### config.mk
export PLATFORM = sky130hd
export DESIGN_NAME = square_shift_add
export DESIGN_NICKNAME = d
export VERILOG_FILES = /design/src/rtl/square_shift_add_pkg.sv /design/src/rtl/square_pp_sel.sv /design/src/rtl/square_shift_add.sv
export SDC_FILE = /design/constraint.sdc
export NUM_CORES = 1
export LEC_CHECK = 0
export ABC_AREA = 1
export ABC_CLOCK_PERIOD_IN_PS = 5200
export CAP_MARGIN = 10
export CORE_MARGIN = 10
export CORE_UTILIZATION = 45
export DETAILED_ROUTE_END_ITERATION = 12
export GPL_ROUTABILITY_DRIVEN = 0
export GPL_TIMING_DRIVEN = 0
export PLACE_DENSITY = 0.66
export SYNTH_ARGS = -nofsm -noshare
export SYNTH_HDL_FRONTEND = slang
export SYNTH_SLANG_ARGS = --single-unit
### constraint.sdc
create_clock -name clk -period 5.2 [get_ports clk]
set_input_delay 1.3 -clock clk [delete_from_list [all_inputs] [get_ports clk]]
set_output_delay 1.3 -clock clk [all_outputs]
set_load 0.05 [all_outputs]
### src/rtl/square_shift_add_pkg.sv
// Shared constants and types for the shift-add squarer.
// Q-format constants match the layernorm sqrt unit: root in Q2.10, square in Q4.20.
// Config macro: SQUARE_RADIX4_EN selects 2 multiplier bits per step (default 1).
package square_shift_add_pkg;

  localparam int unsigned FRAC_IN_DEF    = 10;
  localparam int unsigned RADICAND_FRAC  = 2 * FRAC_IN_DEF;
  localparam int unsigned ROOT_WIDTH_DEF = 12;
  localparam int unsigned OUT_WIDTH_DEF  = 24;

`ifdef SQUARE_RADIX4_EN
  localparam int unsigned BITS_PER_STEP = 2;
`else
  localparam int unsigned BITS_PER_STEP = 1;
`endif

  typedef enum logic [1:0] {
    StIdle,
    StCalc,
    StDone
  } sq_state_e;

  // Number of accumulate steps for a given root width.
  function automatic int unsigned num_steps(input int unsigned root_width);
    return root_width / BITS_PER_STEP;
  endfunction

endpackage

### src/rtl/square_pp_sel.sv
// Partial-product select: returns 0, 1x, 2x or 3x of mcand for a 2-bit selector.
// In radix-2 builds the upper select bit is tied low, so this reduces to an AND gate.
// Ports:
//   mcand  in   WIDTH    multiplicand
//   sel    in   2        multiplier digit
//   pp     out  WIDTH+2  selected partial product
module square_pp_sel #(
  parameter int unsigned WIDTH = 12
) (
  input  logic [WIDTH-1:0] mcand,
  input  logic [1:0]       sel,
  output logic [WIDTH+1:0] pp
);

  always_comb begin
    pp = '0;
    case (sel)
      2'b00:   pp = '0;
      2'b01:   pp = {2'b00, mcand};
      2'b10:   pp = {1'b0, mcand, 1'b0};
      default: pp = {2'b00, mcand} + {1'b0, mcand, 1'b0};
    endcase
  end

endmodule

### src/rtl/square_shift_add.sv
// Iterative shift-add squarer (inverse of the layernorm sqrt unit).
// Unsigned root in Q(ROOT_WIDTH-FRAC).FRAC in, root^2 with 2*FRAC fraction bits out.
// Fixed latency: valid_out rises num_steps+1 edges after accept, for every operand.
// Config macro: SQUARE_RADIX4_EN (radix-4 steps; ROOT_WIDTH must then be even).
// Ports:
//   clk, rst_n               clock, synchronous active-low reset
//   root_in, valid_in        operand and its valid
//   in_ready                 high in IDLE only
//   square_out, overflow_out result (saturated when OUT_WIDTH < 2*ROOT_WIDTH)
//   valid_out, out_ready     result handshake
module square_shift_add
  import square_shift_add_pkg::*;
#(
  parameter int unsigned ROOT_WIDTH = ROOT_WIDTH_DEF,
  parameter int unsigned OUT_WIDTH  = OUT_WIDTH_DEF
) (
  input  logic                  clk,
  input  logic                  rst_n,
  input  logic [ROOT_WIDTH-1:0] root_in,
  input  logic                  valid_in,
  output logic                  in_ready,
  output logic [OUT_WIDTH-1:0]  square_out,
  output logic                  overflow_out,
  output logic                  valid_out,
  input  logic                  out_ready
);

  localparam int unsigned AccW   = 2 * ROOT_WIDTH;
  localparam int unsigned NSteps = num_steps(ROOT_WIDTH);
  localparam int unsigned CntW   = $clog2(NSteps + 1);

  sq_state_e state_q, state_d;

  logic [ROOT_WIDTH-1:0] mcand_q, mcand_d;
  logic [ROOT_WIDTH-1:0] mplier_q, mplier_d;
  logic [AccW-1:0]       acc_q, acc_d;
  logic [CntW-1:0]       cnt_q, cnt_d;
  logic [OUT_WIDTH-1:0]  square_q, square_d;
  logic                  overflow_q, overflow_d;

  logic                  accept;
  logic                  calc_last;
  logic [1:0]            pp_sel;
  logic [ROOT_WIDTH+1:0] pp;
  logic [CntW:0]         shamt;
  logic [AccW-1:0]       pp_shifted;
  logic [OUT_WIDTH-1:0]  sat_square;
  logic                  sat_overflow;

  assign accept = valid_in & in_ready;
  // All partial products are in acc once cnt reaches NSteps; that cycle registers the result.
  assign calc_last = (cnt_q == CntW'(NSteps));

`ifdef SQUARE_RADIX4_EN
  assign pp_sel = mplier_q[1:0];
  assign shamt  = {cnt_q, 1'b0};
`else
  assign pp_sel = {1'b0, mplier_q[0]};
  assign shamt  = {1'b0, cnt_q};
`endif

  square_pp_sel #(
    .WIDTH(ROOT_WIDTH)
  ) u_pp_sel (
    .mcand(mcand_q),
    .sel  (pp_sel),
    .pp   (pp)
  );

  assign pp_shifted = AccW'(pp) << shamt;

  // Output formatting: pass-through when wide enough, otherwise saturate.
  if (OUT_WIDTH >= AccW) begin : g_no_sat
    assign sat_square   = OUT_WIDTH'(acc_q);
    assign sat_overflow = 1'b0;
  end else begin : g_sat
    assign sat_overflow = |acc_q[AccW-1:OUT_WIDTH];
    assign sat_square   = sat_overflow ? '1 : acc_q[OUT_WIDTH-1:0];
  end

  // FSM state register.
  always_ff @(posedge clk) begin
    if (!rst_n) begin
      state_q <= StIdle;
    end else begin
      state_q <= state_d;
    end
  end

  // FSM next state.
  always_comb begin
    state_d = state_q;
    case (state_q)
      StIdle:  if (accept) state_d = StCalc;
      StCalc:  if (calc_last) state_d = StDone;
      StDone:  if (out_ready) state_d = StIdle;
      default: state_d = StIdle;
    endcase
  end

  // FSM outputs, decoded from the state register.
  always_comb begin
    in_ready  = (state_q == StIdle);
    valid_out = (state_q == StDone);
  end

  // Datapath next state.
  always_comb begin
    mcand_d    = mcand_q;
    mplier_d   = mplier_q;
    acc_d      = acc_q;
    cnt_d      = cnt_q;
    square_d   = square_q;
    overflow_d = overflow_q;
    case (state_q)
      StIdle: begin
        if (accept) begin
          mcand_d  = root_in;
          mplier_d = root_in;
          acc_d    = '0;
          cnt_d    = '0;
        end
      end
      StCalc: begin
        if (calc_last) begin
          square_d   = sat_square;
          overflow_d = sat_overflow;
        end else begin
          acc_d    = acc_q + pp_shifted;
          mplier_d = mplier_q >> BITS_PER_STEP;
          cnt_d    = cnt_q + 1'b1;
        end
      end
      default: ;
    endcase
  end

  always_ff @(posedge clk) begin
    if (!rst_n) begin
      mcand_q    <= '0;
      mplier_q   <= '0;
      acc_q      <= '0;
      cnt_q      <= '0;
      square_q   <= '0;
      overflow_q <= 1'b0;
    end else begin
      mcand_q    <= mcand_d;
      mplier_q   <= mplier_d;
      acc_q      <= acc_d;
      cnt_q      <= cnt_d;
      square_q   <= square_d;
      overflow_q <= overflow_d;
    end
  end

  assign square_out   = square_q;
  assign overflow_out = overflow_q;

endmodule
# ---- After elaboration in Yosys (flattened, before gate mapping)
# Cells that the tools add are included.
dict set report op_classes {
  muxes 14
  add_sub_neg 3
  shifts 1
  bitwise 1
  n_eq_ne 7
  n_reduce_logical 7
}
# op n
set op_table {}
lappend op_table {{$mux W24} 2}
lappend op_table {{$pmux W24 S2} 1}
lappend op_table {{$pmux W14 S2} 1}
lappend op_table {{$add A24 B24 Y24} 1}
lappend op_table {{$mux W12} 2}
lappend op_table {{$pmux W12 S2} 1}
lappend op_table {{$shl A14 B4 Y24} 1}
lappend op_table {{$add A12 B13 Y14} 1}
lappend op_table {{$mux W4} 2}
lappend op_table {{$pmux W4 S2} 1}
lappend op_table {{$mux W2} 3}
lappend op_table {{$pmux W2 S3} 1}
lappend op_table {{$reduce_and A3 Y1} 2}
lappend op_table {{$add A4 B1 Y4 const B} 1}
lappend op_table {{$eq A4 B4 Y1 const B} 1}
lappend op_table {{$logic_not A2 Y1} 2}
lappend op_table {{$ne A2 B1 Y1 const B} 2}
lappend op_table {{$ne A2 B2 Y1 const B} 2}
lappend op_table {{$reduce_and A2 Y1} 2}
lappend op_table {{$eq A2 B1 Y1 const B} 1}
lappend op_table {{$eq A2 B2 Y1 const B} 1}
lappend op_table {{$reduce_bool A2 Y1} 1}
lappend op_table {{$and A1 B1 Y1} 1}
dict set report word_totals {
  out_inout_bits 27
  reg_bits 78
}

# ---- Logic depth before layout (Yosys ltp)
# Gate-level depths: netlist (run 1).
dict set report depth {
  word_depth 6
  depth_mapped 23
  ltp_nobuf 21
}

# ---- Modules after synthesis
# A second synthesis (run 1) with hierarchy kept.
dict set report hier_totals {
  cells_unflattened 995
  area_unflattened_um2 6034.5
}
# module seq_area_each_um2 instances area_per_inst_um2 cells_each
set modules_own_cells {}
lappend modules_own_cells {square_shift_add 1561.5 1 5131.2 820}
lappend modules_own_cells {square_pp_sel 0.0 1 903.4 175}

# ---- Least setup slack after synthesis (run 1)
# No wires, ideal clock.
dict set report synth_path {
  path_kind {flip-flop to output port}
  from {reg state_q[1]}
  to {out valid_out}
  required_ns 3.900
  t_arrival_ns 1.143
  stages_incl_launch_ff 3
  setup_slack_ns 2.757
  cell_sequence {dfxtp_1 -> inv_1 -> nor2_1}
}
dict set report synth_between {
  elab_chain_len 1
}
# item line
set synth_lines {}
lappend synth_lines {{from (decl)} square_shift_add.sv:32} ;# sq_state_e state_q, state_d;
lappend synth_lines {{from (signal assigned)} square_shift_add.sv:84} ;# state_q <= StIdle;
lappend synth_lines {{from (signal assigned)} square_shift_add.sv:86} ;# state_q <= state_d;
lappend synth_lines {{$eq A2 B2 Y1} square_shift_add.sv:104} ;# valid_out = (state_q == StDone);
lappend synth_lines {{to (decl)} square_shift_add.sv:24} ;# output logic valid_out,
# Every way passes these cells.

# ---- Worst setup path in the final report (run 1)
dict set report layout_path {
  from {reg cnt_q[0]}
  to {reg acc_q[13]}
}
dict set report layout_between {
  elab_chain_len 4
  elab_cells_between_ends 7
  classes_between {1 x add/sub; 2 x eq/ne; 1 x shift; 2 x mux; 1 x reduce/logical}
}
# item line
set layout_lines {}
lappend layout_lines {{from (decl)} square_shift_add.sv:37} ;# logic [CntW-1:0] cnt_q, cnt_d;
lappend layout_lines {{from (signal assigned)} square_shift_add.sv:150} ;# cnt_q <= cnt_d;
lappend layout_lines {{$shl A14 B4 Y24} square_shift_add.sv:70} ;# assign pp_shifted = AccW'(pp) << shamt;
lappend layout_lines {{$add A24 B24 Y24} square_shift_add.sv:129} ;# acc_d = acc_q + pp_shifted;
lappend layout_lines {{$mux W24} square_shift_add.sv:125} ;# if (calc_last) begin
lappend layout_lines {{$pmux W24 S2} square_shift_add.sv:115} ;# case (state_q)
lappend layout_lines {{to (signal assigned)} square_shift_add.sv:142} ;# acc_q <= '0;
lappend layout_lines {{to (signal assigned)} square_shift_add.sv:149} ;# acc_q <= acc_d;
lappend layout_lines {{to (decl)} square_shift_add.sv:36} ;# logic [AccW-1:0] acc_q, acc_d;
# Parallel ways exist; a longest one is shown, timed or not. The select of a mux whose other input is x is not followed.
# A chain may end at the register's enable or synchronous reset.

==> flow_summary.yaml, run 1 <==
placed_design:
  dp_hpwl_um: 11500
  port_buffers: 41
  dpl_cell_area_um2: 5660
  dpl.cell_count: 984
cells_and_area:
  final_common_cell: "nand2_1"
  area_delta_synth_final_pct: 17.5
  final_util_pct: 54.5
  final_cell_mix: "nand2_1 (263), nor2_1 (93), dfxtp_1 (78)"
  final_cells: 1000
  drive_above_1_share_pct: 6.98
  diodes: 0
  nNetsFinal: 897
  final_cell_area_um2: 5960
worst_hold_path:
  min_path_type: "reg2reg"
grt:
  grt_pass1_vias: 4841
  track_usage_pct: 17.8
  overflow: 0
  grt_pass1_wl_um: 23600
  grt_max_degree: 14
  antenna_found_initial: 0
setup_path:
  cpMaxStageDelayCell: "dfxtp_1"
  cpLargestDelayFamily: "compound AO/OA/AOI/OAI gates"
  worstSetupEndpointType: "register"
  critPathLaunchType: "register"
  crit_fanout: 10
  crit_path_max_incr_delay_ps: 420
  worst-path-buf-inv: 4
  path_cells: "inv_2 -> buf_2 -> o21ai_1 -> o21ai_0 -> o21ai_0 -> o21ai_1 -> ha_1 -> nand2_1 -> inv_1 -> nand2_1 -> nand2_1 -> nand2_1 -> nand2_1 -> inv_1 -> nand2_1 -> or2_1 -> nand3_1 -> a21oi_1"
  critPathKind: "reg2reg"
  cp.arrival_ps: 3340
  crit_top_cell: "nand2_1"
  required_ps: 5420
yosys:
  mappedNetlistArea_um2: 5070
  synth_cell_type_count: 39
  synth-seq-cells: 78
  ys_async_sr_fraction_pct: 0
  synth_warnings: 0
  ys_seq_area_share_pct: 30.8
  syn_area_per_cell_um2: 6.32
  yosysTopAreaCell: "dfxtp_1"
  syn_inst: 803
  synth.area.top_cells: "dfxtp_1 (31%), nand2_1 (19%), nor2_1 (6.9%)"
  synth_ff_type: "dfxtp_1"
  synth_nets: 845
  synth_top_area_share_pct: 30.8
  synth-edff-count: 0
clock_network:
  clk-insertion-delay-late_ps: 350
  ctsResizeCount: 0
  postCtsSetupRepairBufs: 0
  cts_tree: "done"
  cts_hold_buffers: 0
  cts_made_buffers: 9
  cts.clk_slew.worst_paths_ps: 60
  clock_path_buffers: 2
  numClockSinks: 78
  h-tree-depth: 3
  cts_root_buf: "clkbuf_16"
routing:
  postRouteAntennaNets: 0
  wirelength_um: 14300
  vias: 5186
  wl_per_cell_um: 14.3
  drc: 0
  vias_per_cell: 5.19
  first_iter_violations: 498
  dr.pass1.iters: 8
timing:
  min_period_ps: 3120
  hold_violations: 0
  drv_slew: 0
  finClkSkew_ps: 7.89
  rsz0062_at_grt: "no"
  max-slew-margin-rel_pct: 60.7
  fin_crit_sh_pct: 59.9
  fmax_ghz: 0.321
  tightestPinTransition_ps: 589
  setup_viol_count_final: 0
  finalSetupTns_ps: 0
floorplanning:
  die_x_um: 126
  num_rows: 38
  fp.dieH_um: 126
  start_util_pct: 46.4
  coreArea_um2: 10900
  dieArea_um2: 15900
  io_pins: 43
power_and_ir_drop:
  ir_drop_mv: 0.249
  p_leak_nw: 2.81
  power.density_nw_per_um2: 243
status:
  outcome: "finished clean"
flow_run:
  cap_violations: 0
stage by stage:
step,worst slack (ps),total power [W],hold WS (ps)
detailed placement,2160,0.000820,460
global placement,2200,0.000817,459
CTS,2080,0.00146,468
floorplan,2760,0.000764,445
global route,1880,0.00151,488
finish,2080,0.00145,468
per-layer routing:
layer	share of wire (%)	up-vias	GRT usage (%)
li1	-	2699	-
met1	45	2315	22.4
met2	46	151	29.1
met3	6.7	21	4.28
met4	1.8	0	5.69
met5	0	-	0
logic make-up (layout without fill, tap and decap cells):
group,Yosys count,in the layout,share of synthesized area (%)
buffers and inverters,110,167,10.1
AO/OA/AOI/OAI,140,140,14.5
XOR/XNOR,2,2,0.345
flip-flops,78,78,30.8
AND/OR/NAND/NOR,441,441,36.7
multiplexers,5,5,0.987
adder cells (fa/ha/maj),26,26,6.56
other,1,1,0.0739
Yosys cell counts (2+ instances only):
master / instances
inv_1: 68
buf_4: 5
buf_2: 7
o22ai_1: 3
nor3_1: 6
a21oi_1: 57
nand3b_1: 7
nand4_1: 6
o21ai_1: 12
clkbuf_1: 13
o21ai_0: 51
xor2_1: 2
a21o_1: 2
nand3_1: 42
a31oi_1: 11
inv_4: 2
buf_6: 8
dfxtp_1: 78
nand2_1: 263
nand3_2: 3
mux2i_1: 5
nor2_1: 93
ha_1: 25
o21bai_1: 3
inv_2: 3
clkinv_1: 2
nand2_2: 4
nand2_4: 4
nor2_2: 7
or2_1: 2
final cells by class:
type / instances / area [µm²]
plain buffers: 34 / 215
clock buffers: 12 / 246
clock inverters: 4 / 55.1
fillers: 1109 / 4980
inverters: 76 / 295
multi-input cells: 615 / 3000
flip-flops and latches: 78 / 1560
well taps: 140 / 175
repair buffers: 41 / 410
report_power, final:
group	switching [W]	internal, W	total [W]
logic	0.000117	0.0000641	0.000181
clock network	0.000250	0.000387	0.000637
registers	0.0000123	0.000615	0.000627
total	0.000379	0.00107	0.00145
path summary, 6_finish.rpt:
| kind | startpoint | end | slack, ps | depth (start not counted) |
|---|---|---|---|---|
| setup reg to reg | cnt_q[0] | acc_q[13] | 2080 | 18 |
| setup / recovery | cnt_q[0] | acc_q[13] | 2080 | 18 |
| hold reg to reg | mcand_q[10] | mcand_q[10] | 470 | 2 |
| hold / removal | mcand_q[10] | mcand_q[10] | 470 | 2 |
worst min-delay path: stages (launching register included):
cell and delay [ps]:
dfxtp_1 310, nand2_1 60, a21oi_1 50
registers in the layout, indices dropped and copies added, names as in the netlist:
signal	flops
acc_q	24
square_out	24
mcand_q	12
mplier_q	12
cnt_q	4
state_q	2
No activity file was read; power rests on OpenSTA's default activity.
==> run 2: changes to the inputs <==
- ABC_CLOCK_PERIOD_IN_PS: 5200 -> 3250
- clock period: 5.2 -> 3.25 ns (I/O delays scaled with it)
==> flow_summary.yaml, run 2 (same netlist as run 1, synthesis figures left out) <==
timing:
  max-slew-margin-rel_pct: 58.6
  hold_violations: 0
  drv_slew: 0
  setup_viol_count_final: 0
  finalSetupTns_ps: 0
  fmax_ghz: 0.327
  fin_crit_sh_pct: 94.0
  rsz0062_at_grt: "no"
  min_period_ps: 3050
  tightestPinTransition_ps: 621
  finClkSkew_ps: 7.87
routing:
  vias: 5199
  dr.pass1.iters: 5
  postRouteAntennaNets: 0
  first_iter_violations: 471
  vias_per_cell: 5.20
  drc: 0
  wl_per_cell_um: 14.3
  wirelength_um: 14300
clock_network:
  clk-insertion-delay-late_ps: 350
  h-tree-depth: 3
  cts_tree: "done"
  ctsResizeCount: 0
  cts.clk_slew.worst_paths_ps: 60
  numClockSinks: 78
  clock_path_buffers: 2
  cts_hold_buffers: 0
  cts_root_buf: "clkbuf_16"
  cts_made_buffers: 9
  postCtsSetupRepairBufs: 0
grt:
  antenna_found_initial: 0
  grt_max_degree: 14
  track_usage_pct: 17.8
  grt_pass1_vias: 4841
  grt_pass1_wl_um: 23600
  overflow: 0
setup_path:
  r2r-start: "cnt_q[0]"
  reg2reg_slack_ps: 200
  crit_fanout: 10
  critPathKind: "reg2reg"
  path_cells: "inv_2 -> buf_2 -> o21ai_1 -> o21ai_1 -> o21ai_0 -> o21ai_1 -> ha_1 -> nand2_1 -> inv_1 -> nand2_1 -> nand2_1 -> nand2_1 -> nand2_1 -> inv_1 -> nand2_1 -> or2_1 -> nand3_1 -> a21oi_1"
  crit_top_cell: "nand2_1"
  cp.arrival_ps: 3270
  critPathLaunchType: "register"
  required_ps: 3470
  r2r_end: "acc_q[13]"
  worstSetupEndpointType: "register"
  cpMaxStageDelayCell: "dfxtp_1"
  crit_path_max_incr_delay_ps: 420
  cpLargestDelayFamily: "compound AO/OA/AOI/OAI gates"
  worst-path-buf-inv: 4
  r2r_cells: 18
cells_and_area:
  final_cell_mix: "nand2_1 (263), nor2_1 (92), dfxtp_1 (78)"
  nNetsFinal: 897
  drive_above_1_share_pct: 7.09
  final_common_cell: "nand2_1"
  diodes: 0
  area_delta_synth_final_pct: 17.5
placed_design:
  port_buffers: 41
  dp_hpwl_um: 11500
power_and_ir_drop:
  ir_drop_mv: 0.396
  finalPower_w: 0.00231
  power.density_nw_per_um2: 388
  p_leak_nw: 2.81
floorplanning:
  fp.dieH_um: 126
  dieArea_um2: 15900
  num_rows: 38
  start_util_pct: 46.4
  die_x_um: 126
  coreArea_um2: 10900
  io_pins: 43
flow_run:
  cap_violations: 0
worst_hold_path:
  whs_endpoint: "mcand_q[10]"
  min_path_cells: 2
  min_path_type: "reg2reg"
  hp-start: "mcand_q[10]"
status:
  outcome: "finished clean"
==> run 2: cell counts in the layout (fill, tap and decap cells not counted) <==
Identical to the previous run, type by type.
==> run 2: per-stage QoR <==
| step | util [%] | cells | hold slack [ps] | worst slack (ps) | cell area (µm²) |
|---|---|---|---|---|---|
| after floorplan | - | 803 | 445 | 812 | 5070 |
| after global placement | 51.7 | 984 | 459 | 298 | 5660 |
| after detailed placement | 51.7 | 984 | 460 | 246 | 5660 |
| after CTS | 54.5 | 1000 | 468 | 242 | 5960 |
| after global routing | 54.5 | 1000 | 488 | 0.967 | 5960 |
| final | 54.5 | 1000 | 467 | 196 | 5960 |
==> run 2: worst min-delay path, delay by kind of cell (launching register included) <==
kind	cells	cell delay, ps
flops	1	310
simple gates	1	60
compound gates	1	50
==> run 2: routing by layer <==
metal,global-route usage [%],routed length [µm],vias up
li1,-,-,2696
met1,22.4,6510,2324
met2,29.1,6560,160
met3,4.28,967,19
met4,5.69,257,0
met5,0,0,-
==> run 2: worst max path at each step <==
stage / from / to / slack [ps] / depth (start not counted)
final: cnt_q[0] / acc_q[13] / 200 / 18
after global placement: cnt_q[0] / acc_q[13] / 300 / 16
after detailed placement: cnt_q[0] / acc_q[13] / 250 / 18
after global routing: cnt_q[0] / acc_q[13] / 1 / 21
after floorplan: cnt_q[0] / acc_q[13] / 810 / 20
after CTS: mplier_q[0] / acc_q[18] / 240 / 19
==> run 2: area by class of cell <==
cell class | instances | area, µm²
Multi-Input combinational cell | 615 | 3000
Inverter | 76 | 295
Sequential cell | 78 | 1560
Buffer | 34 | 215
Fill cell | 1109 | 4970
Timing Repair Buffer | 41 | 410
Clock buffer | 12 | 246
Tap cell | 140 | 175
Clock inverter | 4 | 55.1
==> run 2: power breakdown <==
part | switching (W) | internal (W) | leakage [nW] | total [W]
sequential | 0.0000196 | 0.000984 | 0.633 | 0.00100
clock | 0.000398 | 0.000620 | 0.143 | 0.00102
combinational | 0.000188 | 0.000103 | 2.03 | 0.000291
total | 0.000605 | 0.00171 | 2.81 | 0.00231
